`config.mk`:
```
export PLATFORM = sky130hd
export DESIGN_NAME = disp_scan_arb_flat
export DESIGN_NICKNAME = d
export VERILOG_FILES = /design/src/rtl/disp_scan_arb_pkg.sv /design/src/rtl/disp_scan_arb_if.sv /design/src/rtl/disp_scan_arb_seg7_decode.sv /design/src/rtl/disp_scan_arb.sv /design/src/flat_wrapper.sv
export SDC_FILE = /design/constraint.sdc
export NUM_CORES = 1
export LEC_CHECK = 0
export CAP_MARGIN = 20
export CORE_MARGIN = 5
export CORE_UTILIZATION = 35
export CTS_CLUSTER_DIAMETER = 120
export DETAILED_ROUTE_END_ITERATION = 7
export DONT_BUFFER_PORTS = 1
export PLACE_DENSITY = 0.61
export RECOVER_POWER = 100
export SLEW_MARGIN = 30
export SYNTH_ARGS = -nofsm -noshare
export SYNTH_HDL_FRONTEND = slang
export SYNTH_SLANG_ARGS = --single-unit
```
`constraint.sdc`:
```
create_clock -name clkin -period 4.3 [get_ports clkin]
set_clock_uncertainty 0.05 [all_clocks]
set_input_delay 1.075 -clock clkin [delete_from_list [all_inputs] [get_ports clkin]]
set_output_delay 1.075 -clock clkin [all_outputs]
set_load 0.02 [all_outputs]
```
`src/rtl/disp_scan_arb_pkg.sv`:
```
// rtl/disp_scan_arb_pkg.sv - shared segment codes, arbiter state type and nibble helper
package disp_pkg;

    localparam logic [7:0] SEG_0     = 8'hC0;
    localparam logic [7:0] SEG_1     = 8'hF9;
    localparam logic [7:0] SEG_2     = 8'hA4;
    localparam logic [7:0] SEG_3     = 8'hB0;
    localparam logic [7:0] SEG_4     = 8'h99;
    localparam logic [7:0] SEG_5     = 8'h92;
    localparam logic [7:0] SEG_6     = 8'h82;
    localparam logic [7:0] SEG_7     = 8'hF8;
    localparam logic [7:0] SEG_8     = 8'h80;
    localparam logic [7:0] SEG_9     = 8'h90;
    localparam logic [7:0] SEG_BLANK = 8'hFF;
    localparam logic [7:0] SEG_B     = 8'h86;
    localparam logic [7:0] SEG_C     = 8'hAB;
    localparam logic [7:0] SEG_D     = 8'hA1;

    localparam logic [3:0] BLANK      = 4'hA;
    localparam int         NUM_DIGITS = 6;

    typedef enum logic {
        MAIN = 1'b0,
        OVL  = 1'b1
    } arb_state_t;

    // idx 0 is the leftmost digit, which lives in the top nibble
    function automatic logic [3:0] pick_nibble(input logic [23:0] data, input logic [2:0] idx);
        return 4'(data >> (4 * (NUM_DIGITS - 1 - int'(idx))));
    endfunction

endpackage

```
`src/rtl/disp_scan_arb_if.sv`:
```
// rtl/disp_scan_arb_if.sv - display data, overlay handshake and scan output bundle
interface disp_scan_arb_if;
    logic [23:0] main_data;
    logic [5:0]  main_blink;
    logic        ovl_req;
    logic [23:0] ovl_data;
    logic        ovl_gnt;
    logic [5:0]  sel;
    logic [7:0]  led;
    logic        scan_tick;

    modport master (
        output main_data, main_blink, ovl_req, ovl_data,
        input  ovl_gnt, sel, led, scan_tick
    );

    modport slave (
        input  main_data, main_blink, ovl_req, ovl_data,
        output ovl_gnt, sel, led, scan_tick
    );
endinterface

```
`src/rtl/disp_scan_arb_seg7_decode.sv`:
```
// rtl/disp_scan_arb_seg7_decode.sv - combinational nibble to active-low segment lookup
module seg7_decode
    import disp_pkg::*;
(
    input  logic [3:0] nibble,
    output logic [7:0] seg
);
    always_comb begin
        seg = SEG_BLANK;
        case (nibble)
            4'h0: seg = SEG_0;
            4'h1: seg = SEG_1;
            4'h2: seg = SEG_2;
            4'h3: seg = SEG_3;
            4'h4: seg = SEG_4;
            4'h5: seg = SEG_5;
            4'h6: seg = SEG_6;
            4'h7: seg = SEG_7;
            4'h8: seg = SEG_8;
            4'h9: seg = SEG_9;
            4'hB: seg = SEG_B;
            4'hC: seg = SEG_C;
            4'hD: seg = SEG_D;
            default: seg = SEG_BLANK;
        endcase
    end
endmodule

```
`src/rtl/disp_scan_arb.sv`:
```
// rtl/disp_scan_arb.sv - six-digit scan controller with main/overlay display arbitration
module disp_scan_arb
    import disp_pkg::*;
#(
    parameter int SCAN_DIV       = 100000,
    parameter int BLINK_DIV      = 25000000,
    parameter int OVL_MIN_FRAMES = 2
) (
    input  logic             clkin,
    input  logic             rst,
    disp_scan_arb_if.slave   bus
);
    localparam int SW = $clog2(SCAN_DIV);
    localparam int BW = $clog2(BLINK_DIV);
    localparam int FW = (OVL_MIN_FRAMES < 2) ? 1 : $clog2(OVL_MIN_FRAMES + 1);

    localparam logic [SW-1:0] SCAN_LAST  = SW'(SCAN_DIV - 1);
    localparam logic [BW-1:0] BLINK_LAST = BW'(BLINK_DIV - 1);
    localparam logic [FW-1:0] FRAME_MIN  = FW'(OVL_MIN_FRAMES);
    localparam logic [2:0]    LAST_IDX   = 3'(NUM_DIGITS - 1);

    logic [SW-1:0] scan_cnt_q,    scan_cnt_d;
    logic [BW-1:0] blink_cnt_q,   blink_cnt_d;
    logic          blink_phase_q, blink_phase_d;
    logic [2:0]    digit_q,       digit_d;
    arb_state_t    state_q,       state_d;
    logic [FW-1:0] frame_cnt_q,   frame_cnt_d;
    logic [5:0]    sel_q,         sel_d;
    logic [7:0]    led_q,         led_d;
    logic          scan_tick_q,   scan_tick_d;

    logic          advance;
    logic [FW-1:0] frame_inc;
    logic [3:0]    nibble;
    logic [7:0]    seg;

    always_ff @(posedge clkin or posedge rst) begin
        if (rst) begin
            scan_cnt_q    <= '0;
            blink_cnt_q   <= '0;
            blink_phase_q <= 1'b1;
            digit_q       <= LAST_IDX;
            state_q       <= MAIN;
            frame_cnt_q   <= '0;
            sel_q         <= 6'h3F;
            led_q         <= SEG_BLANK;
            scan_tick_q   <= 1'b0;
        end else begin
            scan_cnt_q    <= scan_cnt_d;
            blink_cnt_q   <= blink_cnt_d;
            blink_phase_q <= blink_phase_d;
            digit_q       <= digit_d;
            state_q       <= state_d;
            frame_cnt_q   <= frame_cnt_d;
            sel_q         <= sel_d;
            led_q         <= led_d;
            scan_tick_q   <= scan_tick_d;
        end
    end

    // Counters, digit index and arbiter; the arbiter only moves on the 6->1 advance
    always_comb begin
        advance       = (scan_cnt_q == SCAN_LAST);
        scan_cnt_d    = advance ? '0 : scan_cnt_q + SW'(1);
        scan_tick_d   = (scan_cnt_d == SCAN_LAST);
        blink_cnt_d   = blink_cnt_q + BW'(1);
        blink_phase_d = blink_phase_q;
        digit_d       = digit_q;
        state_d       = state_q;
        frame_cnt_d   = frame_cnt_q;
        frame_inc     = (frame_cnt_q == FRAME_MIN) ? frame_cnt_q : frame_cnt_q + FW'(1);

        if (blink_cnt_q == BLINK_LAST) begin
            blink_cnt_d   = '0;
            blink_phase_d = ~blink_phase_q;
        end

        if (advance) begin
            digit_d = (digit_q == LAST_IDX) ? 3'd0 : digit_q + 3'd1;
            if (digit_q == LAST_IDX) begin
                case (state_q)
                    MAIN: begin
                        if (bus.ovl_req) begin
                            state_d     = OVL;
                            frame_cnt_d = '0;
                        end
                    end
                    OVL: begin
                        frame_cnt_d = frame_inc;
                        if (!bus.ovl_req && frame_inc >= FRAME_MIN) state_d = MAIN;
                    end
                    default: state_d = MAIN;
                endcase
            end
        end
    end

    // Source follows the post-boundary owner so a frame is never split between owners
    assign nibble = pick_nibble((state_d == OVL) ? bus.ovl_data : bus.main_data, digit_d);

    seg7_decode u_decode (
        .nibble (nibble),
        .seg    (seg)
    );

    always_comb begin
        sel_d = sel_q;
        led_d = led_q;
        if (advance) begin
            sel_d = ~(6'b100000 >> digit_d);
            if (state_d == MAIN && bus.main_blink[LAST_IDX - digit_d] && !blink_phase_q)
                led_d = SEG_BLANK;
            else
                led_d = seg;
        end
    end

    assign bus.sel       = sel_q;
    assign bus.led       = led_q;
    assign bus.scan_tick = scan_tick_q;
    assign bus.ovl_gnt   = (state_q == OVL);

endmodule

```
`src/flat_wrapper.sv`:
```
// flat-port wrapper written by rule: the top's interface ports become plain ports
module disp_scan_arb_flat import disp_pkg::*;
#(
    parameter int SCAN_DIV       = 100000,
    parameter int BLINK_DIV      = 25000000,
    parameter int OVL_MIN_FRAMES = 2
)
  (clkin, rst, bus_main_data, bus_main_blink, bus_ovl_req, bus_ovl_data, bus_ovl_gnt, bus_sel, bus_led, bus_scan_tick);
  disp_scan_arb_if bus_i ();
  input  logic clkin;
  input  logic rst;
  input wire logic [$bits(bus_i.main_data)-1:0] bus_main_data;
  input wire logic [$bits(bus_i.main_blink)-1:0] bus_main_blink;
  input wire logic [$bits(bus_i.ovl_req)-1:0] bus_ovl_req;
  input wire logic [$bits(bus_i.ovl_data)-1:0] bus_ovl_data;
  output wire logic [$bits(bus_i.ovl_gnt)-1:0] bus_ovl_gnt;
  output wire logic [$bits(bus_i.sel)-1:0] bus_sel;
  output wire logic [$bits(bus_i.led)-1:0] bus_led;
  output wire logic [$bits(bus_i.scan_tick)-1:0] bus_scan_tick;
  assign bus_i.main_data = bus_main_data;
  assign bus_i.main_blink = bus_main_blink;
  assign bus_i.ovl_req = bus_ovl_req;
  assign bus_i.ovl_data = bus_ovl_data;
  assign bus_ovl_gnt = bus_i.ovl_gnt;
  assign bus_sel = bus_i.sel;
  assign bus_led = bus_i.led;
  assign bus_scan_tick = bus_i.scan_tick;
  disp_scan_arb #(.SCAN_DIV(SCAN_DIV), .BLINK_DIV(BLINK_DIV), .OVL_MIN_FRAMES(OVL_MIN_FRAMES)) u_core (.clkin(clkin), .rst(rst), .bus(bus_i));
endmodule
```
### Word-level counts from Yosys, hierarchy flattened

Memory sizes are Yosys's and may differ from the RTL's.
Index checks and enable logic that the tools add are counted.

| word-level totals | value |
|---|---|
| flip-flop bits (word level) | 64 |
| memory bits (read-only) | 112 |
| input port bits | 57 |
| output and inout bits | 16 |
| word-level logic and storage cells | 52 |
| memories kept | 1 |

| cells by class | value |
|---|---|
| $add $sub $neg | 6 |
| order comparisons | 2 |
| equality and inequality tests | 6 |
| shift-type cells | 2 |
| muxes and demuxes | 16 |
| bitwise gates (word level) | 4 |
| reduce and logical (&&, ||, !) cells | 6 |

Memory list:

| name | depth | bits a word | rd ports | clocked after memory_dff | wr ports | RTL line | RTL |
|---|---|---|---|---|---|---|---|
| (name not given) | 16 | 7 | 1 | 0 | 0 | disp_scan_arb_seg7_decode.sv:10 | `case (nibble)` |

Operators by type and width:

| kind | count |
|---|---|
| equality test 17 bit, second input constant | 2 |
| right shift 24 x 32 -> 4 bit | 1 |
| adder 25 x 1 -> 25 bit, second input constant | 1 |
| equality test 25 bit, second input constant | 1 |
| two-way mux 25 bit | 1 |
| two-way mux 24 bit | 1 |
| adder 17 x 1 -> 17 bit, second input constant | 1 |
| two-way mux 17 bit | 1 |
| two-way mux 8 bit | 1 |
| two-way mux 3 bit | 2 |
| inverter 6 bit | 1 |
| right shift 6 x 3 -> 6 bit, first input constant | 1 |
| two-way mux 1 bit | 5 |
| < comparator 3 x 4 -> 1 bit, second input constant | 1 |
| two-way mux 2 bit | 2 |
| one-hot mux 2 bit (2 select lines) | 1 |
| subtractor 3 x 3 -> 4 bit, first input constant | 1 |
| adder 3 x 1 -> 3 bit, second input constant | 1 |
| binary-select mux 1 bit (select 3 bit) | 1 |
| equality test 3 bit, second input constant | 1 |
| logical AND 1 bit | 3 |
| inverter 1 bit | 3 |
| AND reduction 3 bit | 1 |
| subtractor 3 bit, first input constant | 1 |
| other kinds (6) | 7 |

### Logic depth before layout (Yosys ltp)

| depth | value |
|---|---|
| depth in word-level cells | 12 |
| depth in mapped cells | 17 |

### Cells and area by module

Synthesis repeated with hierarchy kept, for this count alone.

| second synthesis, totals | value |
|---|---|
| cell total of the unflattened synthesis | 399 |
| area total of the unflattened synthesis | 3,793.6 µm² |

Modules (own cells, without submodules):

| module | times used | cells an instance | area an instance (µm²) | sequential area each (µm²) |
|---|---|---|---|---|
| disp_scan_arb | 1 | 362 | 3,517.1 | 1,622.8 |
| seg7_decode | 1 | 37 | 276.5 | 0.0 |

### Worst setup path after synthesis

OpenSTA, ideal clock, no wires.

| timing | value |
|---|---|
| path kind | register -> register |
| from | reg u_core.scan_cnt_q[13] |
| to | reg u_core.led_q[3], in the netlist u_core.bus.led[3] |
| library setup time | 81 ps |
| arrival time | 3,682 ps |
| data required time | 4,169 ps |
| slack | 487 ps |
| cell stages (with the launch flop) | 15 |
| buffers on the path | 1 |
| clock period less this slack | 3,813 ps |
| path through | dfrtp_1 or4b_4 nor4_1 nand2_1 o21ai_1 ha_1 clkbuf_1 inv_1 a211oi_1 or3_4 inv_2 ha_1 a21boi_2 a211oi_2 a211oi_2 |

| on the way | value |
|---|---|
| cells in the longest elaborated chain, start to end | 8 |
| elaborated cells between the ends (all ways) | 14 |
| classes of those cells | 2 x add/sub; 1 x eq/ne; 1 x shift; 6 x mux; 1 x bitwise; 2 x reduce/logical; 1 x memory |

RTL lines:

| element | RTL line | RTL |
|---|---|---|
| start, declared | disp_scan_arb.sv:22 | `logic [SW-1:0] scan_cnt_q, scan_cnt_d;` |
| start signal, assigned | disp_scan_arb.sv:49 | `scan_cnt_q <= scan_cnt_d;` |
| equality test 17 bit * | disp_scan_arb.sv:63 | `advance = (scan_cnt_q == SCAN_LAST);` |
| two-way mux 3 bit * | disp_scan_arb.sv:78 | `if (advance) begin` |
| named net u_core.digit_d[1] | disp_scan_arb.sv:25 | `logic [2:0] digit_q, digit_d;` |
| branches (longest 5 deep; another with memory (16 x 7 bit)) | n/a |  |
| two-way mux 8 bit * | disp_scan_arb.sv:111 | `if (state_d == MAIN && bus.main_blink[LAST_IDX - digit_d] && !blink_phase_q)` |
| end signal, assigned | disp_scan_arb.sv:56 | `led_q <= led_d;` |
| end, declared | disp_scan_arb.sv:29 | `logic [7:0] led_q, led_d;` |

Mark *: on every way through the listed nets, which the timed path passes. The select of a mux whose other input is x is not followed.
A chain may end at the register's enable or synchronous reset.

### Worst setup path after layout

| timing | value |
|---|---|
| from | reg u_core.scan_cnt_q[13] |
| to | reg u_core.led_q[1], in the netlist u_core.bus.led[1] |

| on the way | value |
|---|---|
| cells in the longest elaborated chain, start to end | 8 |
| elaborated cells between the ends (all ways) | 14 |
| classes of those cells | 2 x add/sub; 1 x eq/ne; 1 x shift; 6 x mux; 1 x bitwise; 2 x reduce/logical; 1 x memory |

RTL lines:

| element | RTL line |
|---|---|
| equality test 17 bit * | disp_scan_arb.sv:63 |
| branches (longest 7 deep; another with memory (16 x 7 bit)) | n/a |

Every way passes the cells marked *. The select of a mux whose other input is x is not followed.

==> results.yml <==
sta:
  max_slew.worst_pin.slew_ps: 1880
  fin_tns_setup_ps: 0
  fin_ws_ps: 176
  setup_viol: 0
  finalMaxSlewViolations: 41
  fmax_ghz: 0.242
  maxSlewHeadroom_pct: -25.8
  fin_crit_ps: 4120
  hold_viol: 0
  period_share_pct: 95.9
  rsz0062_at_grt: "false"
pwr:
  cellPowerDensity_mw_per_mm2: 317
  intPower_w: 0.00118
  switching_share_pct: 20.9
  power_frac_seq_pct: 39.8
  power.net_switching_w: 0.000311
  p_leak_nw: 2.00
  p_comb_share_pct: 3.5
  clkPwrFrac_pct: 56.7
  ir_worst_vdd_v: 0.000232
critical_path:
  reg2reg_from: "u_core.scan_cnt_q[13]"
  crit_arrival_ps: 4340
  worstRegToRegCells: 13
  crit_chain: "or4b_4 > or4_4 > or3_4 > nand2_4 > mux4_2 > a2111oi_0 > or3_4 > inv_1 > ha_1 > inv_1 > nand3_1 > a21oi_1 > o22a_1"
  crit_path_start_kind: "flop"
  r2r_slack_ps: 180
  worstSetupEndpointType: "flop"
  worstPathMaxFanout: 10
  slowest_delay_ps: 600
  worstPathRequired_ps: 4510
  crit_path_top_delay_cell: "or4_4"
  worst-setup-path-type: "flop to flop"
  worst_r2r_endpoint: "u_core.bus.led[1]"
cts:
  cts_tree: "built"
  htree_levels: 3
  clk_path_buf_depth: 2
  cts_root_buf: "clkbuf_16"
  path_clk_slew_ps: 60
  clk_latency_ps: 340
  cts_sinks: 63
  cts_buffers: 9
placed_design:
  portBuffers: 0
  hpwl_mm: 7.95
  pre_cts_ws_ps: 230
  gp_congestion: 0.865
synth:
  synth_seq_cells: 63
  ys_seq_area_share_pct: 38.1
  yosys.area.top_type: "dfrtp_1"
  synth-edff-count: 0
  synth.top_cell.area_share_pct: 28.1
  yosysWarnings: 0
  ys_top_cells_by_area: "dfrtp_1 28%, dfstp_2 10%, nand3_1 6.0%, xor2_1 5.6%, mux2i_1 5.5%"
  synth_area_sq_mm: 0.00419
  yosysUniqueCellTypes: 73
  synth_cells: 456
  synth_fp_nets: 524
  syn_avg_cell_area_sq_um: 9.19
  async_flop_share_pct: 100
  synthFlopType: "dfrtp_1"
floorplan:
  core-area_sq_mm: 0.0119
  pin_count: 73
  start_util_pct: 35.3
  die_x_um: 119
  die-area_sq_mm: 0.0143
  row_count: 40
  die_h_um: 119
global_routing:
  grt_max_degree: 41
  antenna_found_initial: 0
  grt_pass1_wl_mm: 17.7
  overflow: 0
  grt_pass1_vias: 3431
  grt_util_all_layers_pct: 15.2
drt:
  via_per_inst: 5.67
  route.vias.total: 3465
  dr.pass1.iters: 5
  drc: 0
  wl_per_cell_um: 17.6
  totalWireLength_mm: 10.8
  final_antenna_net_count: 0
  dr.first_iter.drc_count: 228
run_status:
  violations: "max-capacitance violations, max-slew violations"
  status: "finished with violations"
layout:
  multiInputGateArea_sq_mm: 0.00244
  nets: 527
  diodes: 0
  fillers: 1189
  area_delta_synth_final_pct: 12.1
  layout-drive-gt1-share_pct: 12.3
  ff_latch_area_sq_mm: 0.00160
hold_path:
  min_path_type: "flop to flop"
  whs_endpoint: "u_core.blink_cnt_q[4]"
  holdPathStages: 1
  worstHoldStart: "u_core.blink_cnt_q[4]"
job:
  max_cap_viol_count: 1
[final cells by class]
class | count | area share [%]
tap | 147 | 3.91
multi-input combinational | 358 | 52.0
sequential | 63 | 34.0
inverter | 14 | 1.15
clock buffer | 9 | 4.79
clock inverter | 7 | 2.53
timing repair buffer | 13 | 1.68
[sequential cells by signal, summed over array words and instances, names as in the netlist]
name and flops:
u_core.blink_cnt_q 25, u_core.scan_cnt_q 17, u_core.bus.led 7, u_core.bus.sel 6, u_core.digit_q 3, u_core.frame_cnt_q 2, u_core.blink_phase_q 1, u_core.bus.ovl_gnt 1
u_core.bus.scan_tick 1
[power by group through the flow]
stage	clock network, W	registers [W]	logic (W)
2_1_floorplan	0	0.000604	0.0000414
3_3_place_gp	0	0.000604	0.0000531
5_1_grt	0.000902	0.000593	0.0000600
3_5_place_dp	0	0.000604	0.0000532
4_1_cts	0.000868	0.000594	0.0000533
6_report	0.000844	0.000593	0.0000523
[critical path: cells and delay by family (launching register included)]
| kind | cells | cell delay (ps) |
|---|---|---|
| muxes | 1 | 320 |
| and+or+nand+nor | 6 | 2120 |
| DFF | 1 | 410 |
| adders and majority gates | 1 | 180 |
| buffers and inverters | 2 | 160 |
| AOI/OAI and AO/OA | 3 | 810 |
[cells by family after synthesis]
logic type	after synthesis	synth area share (%)
xor gates and xnor gates	38	7.94
muxes	30	7.82
buffers and inverters	35	3.94
other	1	0.0895
DFF	63	38.1
AOI/OAI and AO/OA	70	12.7
adders and majority gates	11	3.28
and+or+nand+nor	208	26.1
[metal layers]
layer	routed length, um	GRT usage [%]
met4	78	3.01
met3	823	4.94
met1	4730	19.7
met2	5150	25.1
met5	0	0
[per-stage QoR]
stage | instances | utilization [%] | area, sq um | total power [W] | hold slack [ps]
2_1_floorplan | 456 | - | 4190 | 0.000645 | 397
3_3_place_gp | 595 | 36.8 | 4370 | 0.000657 | 420
3_5_place_dp | 595 | 36.8 | 4370 | 0.000657 | 427
4_1_cts | 611 | 39.7 | 4710 | 0.00151 | 436
5_1_grt | 611 | 39.6 | 4700 | 0.00155 | 448
6_report | 611 | 39.6 | 4700 | 0.00149 | 437
[worst max path at each step]
stage,startpoint,end,slack (ps)
after floorplan,u_core.scan_cnt_q[13],u_core.bus.led[3],490
after global placement,u_core.scan_cnt_q[13],u_core.bus.led[5],240
after detailed placement,u_core.scan_cnt_q[13],u_core.bus.led[1],230
after CTS,u_core.scan_cnt_q[13],u_core.bus.led[1],170
after global routing,u_core.scan_cnt_q[13],u_core.bus.led[1],5
final,u_core.scan_cnt_q[13],u_core.bus.led[1],180
[repair_timing]
action,4_1_cts,5_1_grt
setup buffers,0,0
resized for setup,0,2
hold buffers,0,0
endpoints found under the hold margin,0,0
endpoints found under the setup margin,0,7
[cells in the mapped netlist, types with 3 or more instances]
| cell type | count |
|---|---|
| a211oi_1 | 3 |
| a211oi_2 | 3 |
| a21oi_1 | 8 |
| a311oi_1 | 9 |
| a31oi_1 | 9 |
| and2_1 | 3 |
| and3_1 | 18 |
| clkbuf_1 | 13 |
| dfrtp_1 | 47 |
| dfstp_2 | 16 |
| ha_1 | 11 |
| inv_1 | 12 |
| mux2_2 | 4 |
| mux2i_1 | 23 |
| nand2_1 | 30 |
| nand2b_1 | 3 |
| nand3_1 | 50 |
| nand4_1 | 11 |
| nor2_1 | 55 |
| nor2b_1 | 6 |
| nor3_1 | 4 |
| nor4_1 | 5 |
| o211ai_1 | 4 |
| o21ai_0 | 12 |
| or3_1 | 3 |
| or3_4 | 3 |
| xnor2_1 | 11 |
| xor2_1 | 27 |
[layout by cell type, fill, tap and decap left out, types with 2 or more instances in the layout]
master | synthesis | final
nor3_1 | 4 | 4
nand4_1 | 11 | 11
xor2_1 | 27 | 27
nand2_1 | 30 | 30
a211oi_1 | 3 | 3
or3_4 | 3 | 3
a211oi_2 | 3 | 3
and3_1 | 18 | 18
mux2i_1 | 23 | 23
o21ai_1 | 2 | 2
dfrtp_1 | 47 | 47
clkinvlp_4 | 0 | 2
inv_1 | 12 | 12
mux2_4 | 2 | 2
mux2_2 | 4 | 4
nor2_1 | 55 | 55
a21oi_1 | 8 | 8
a311oi_1 | 9 | 9
or3_1 | 3 | 3
dfstp_2 | 16 | 3
clkbuf_16 | 0 | 9
o31ai_1 | 2 | 2
bufinv_16 | 0 | 3
o21ai_0 | 12 | 12
xnor2_1 | 11 | 11
clkbuf_1 | 13 | 5
nor4b_1 | 2 | 2
nor2b_1 | 6 | 6
nand3_1 | 50 | 50
o211ai_1 | 4 | 4
nand2b_1 | 3 | 3
buf_4 | 2 | 8
ha_1 | 11 | 11
dfstp_1 | 0 | 13
a31oi_1 | 9 | 9
and2_1 | 3 | 3
nor4_1 | 5 | 4
Note: power is estimated with default switching activity, not from simulation.
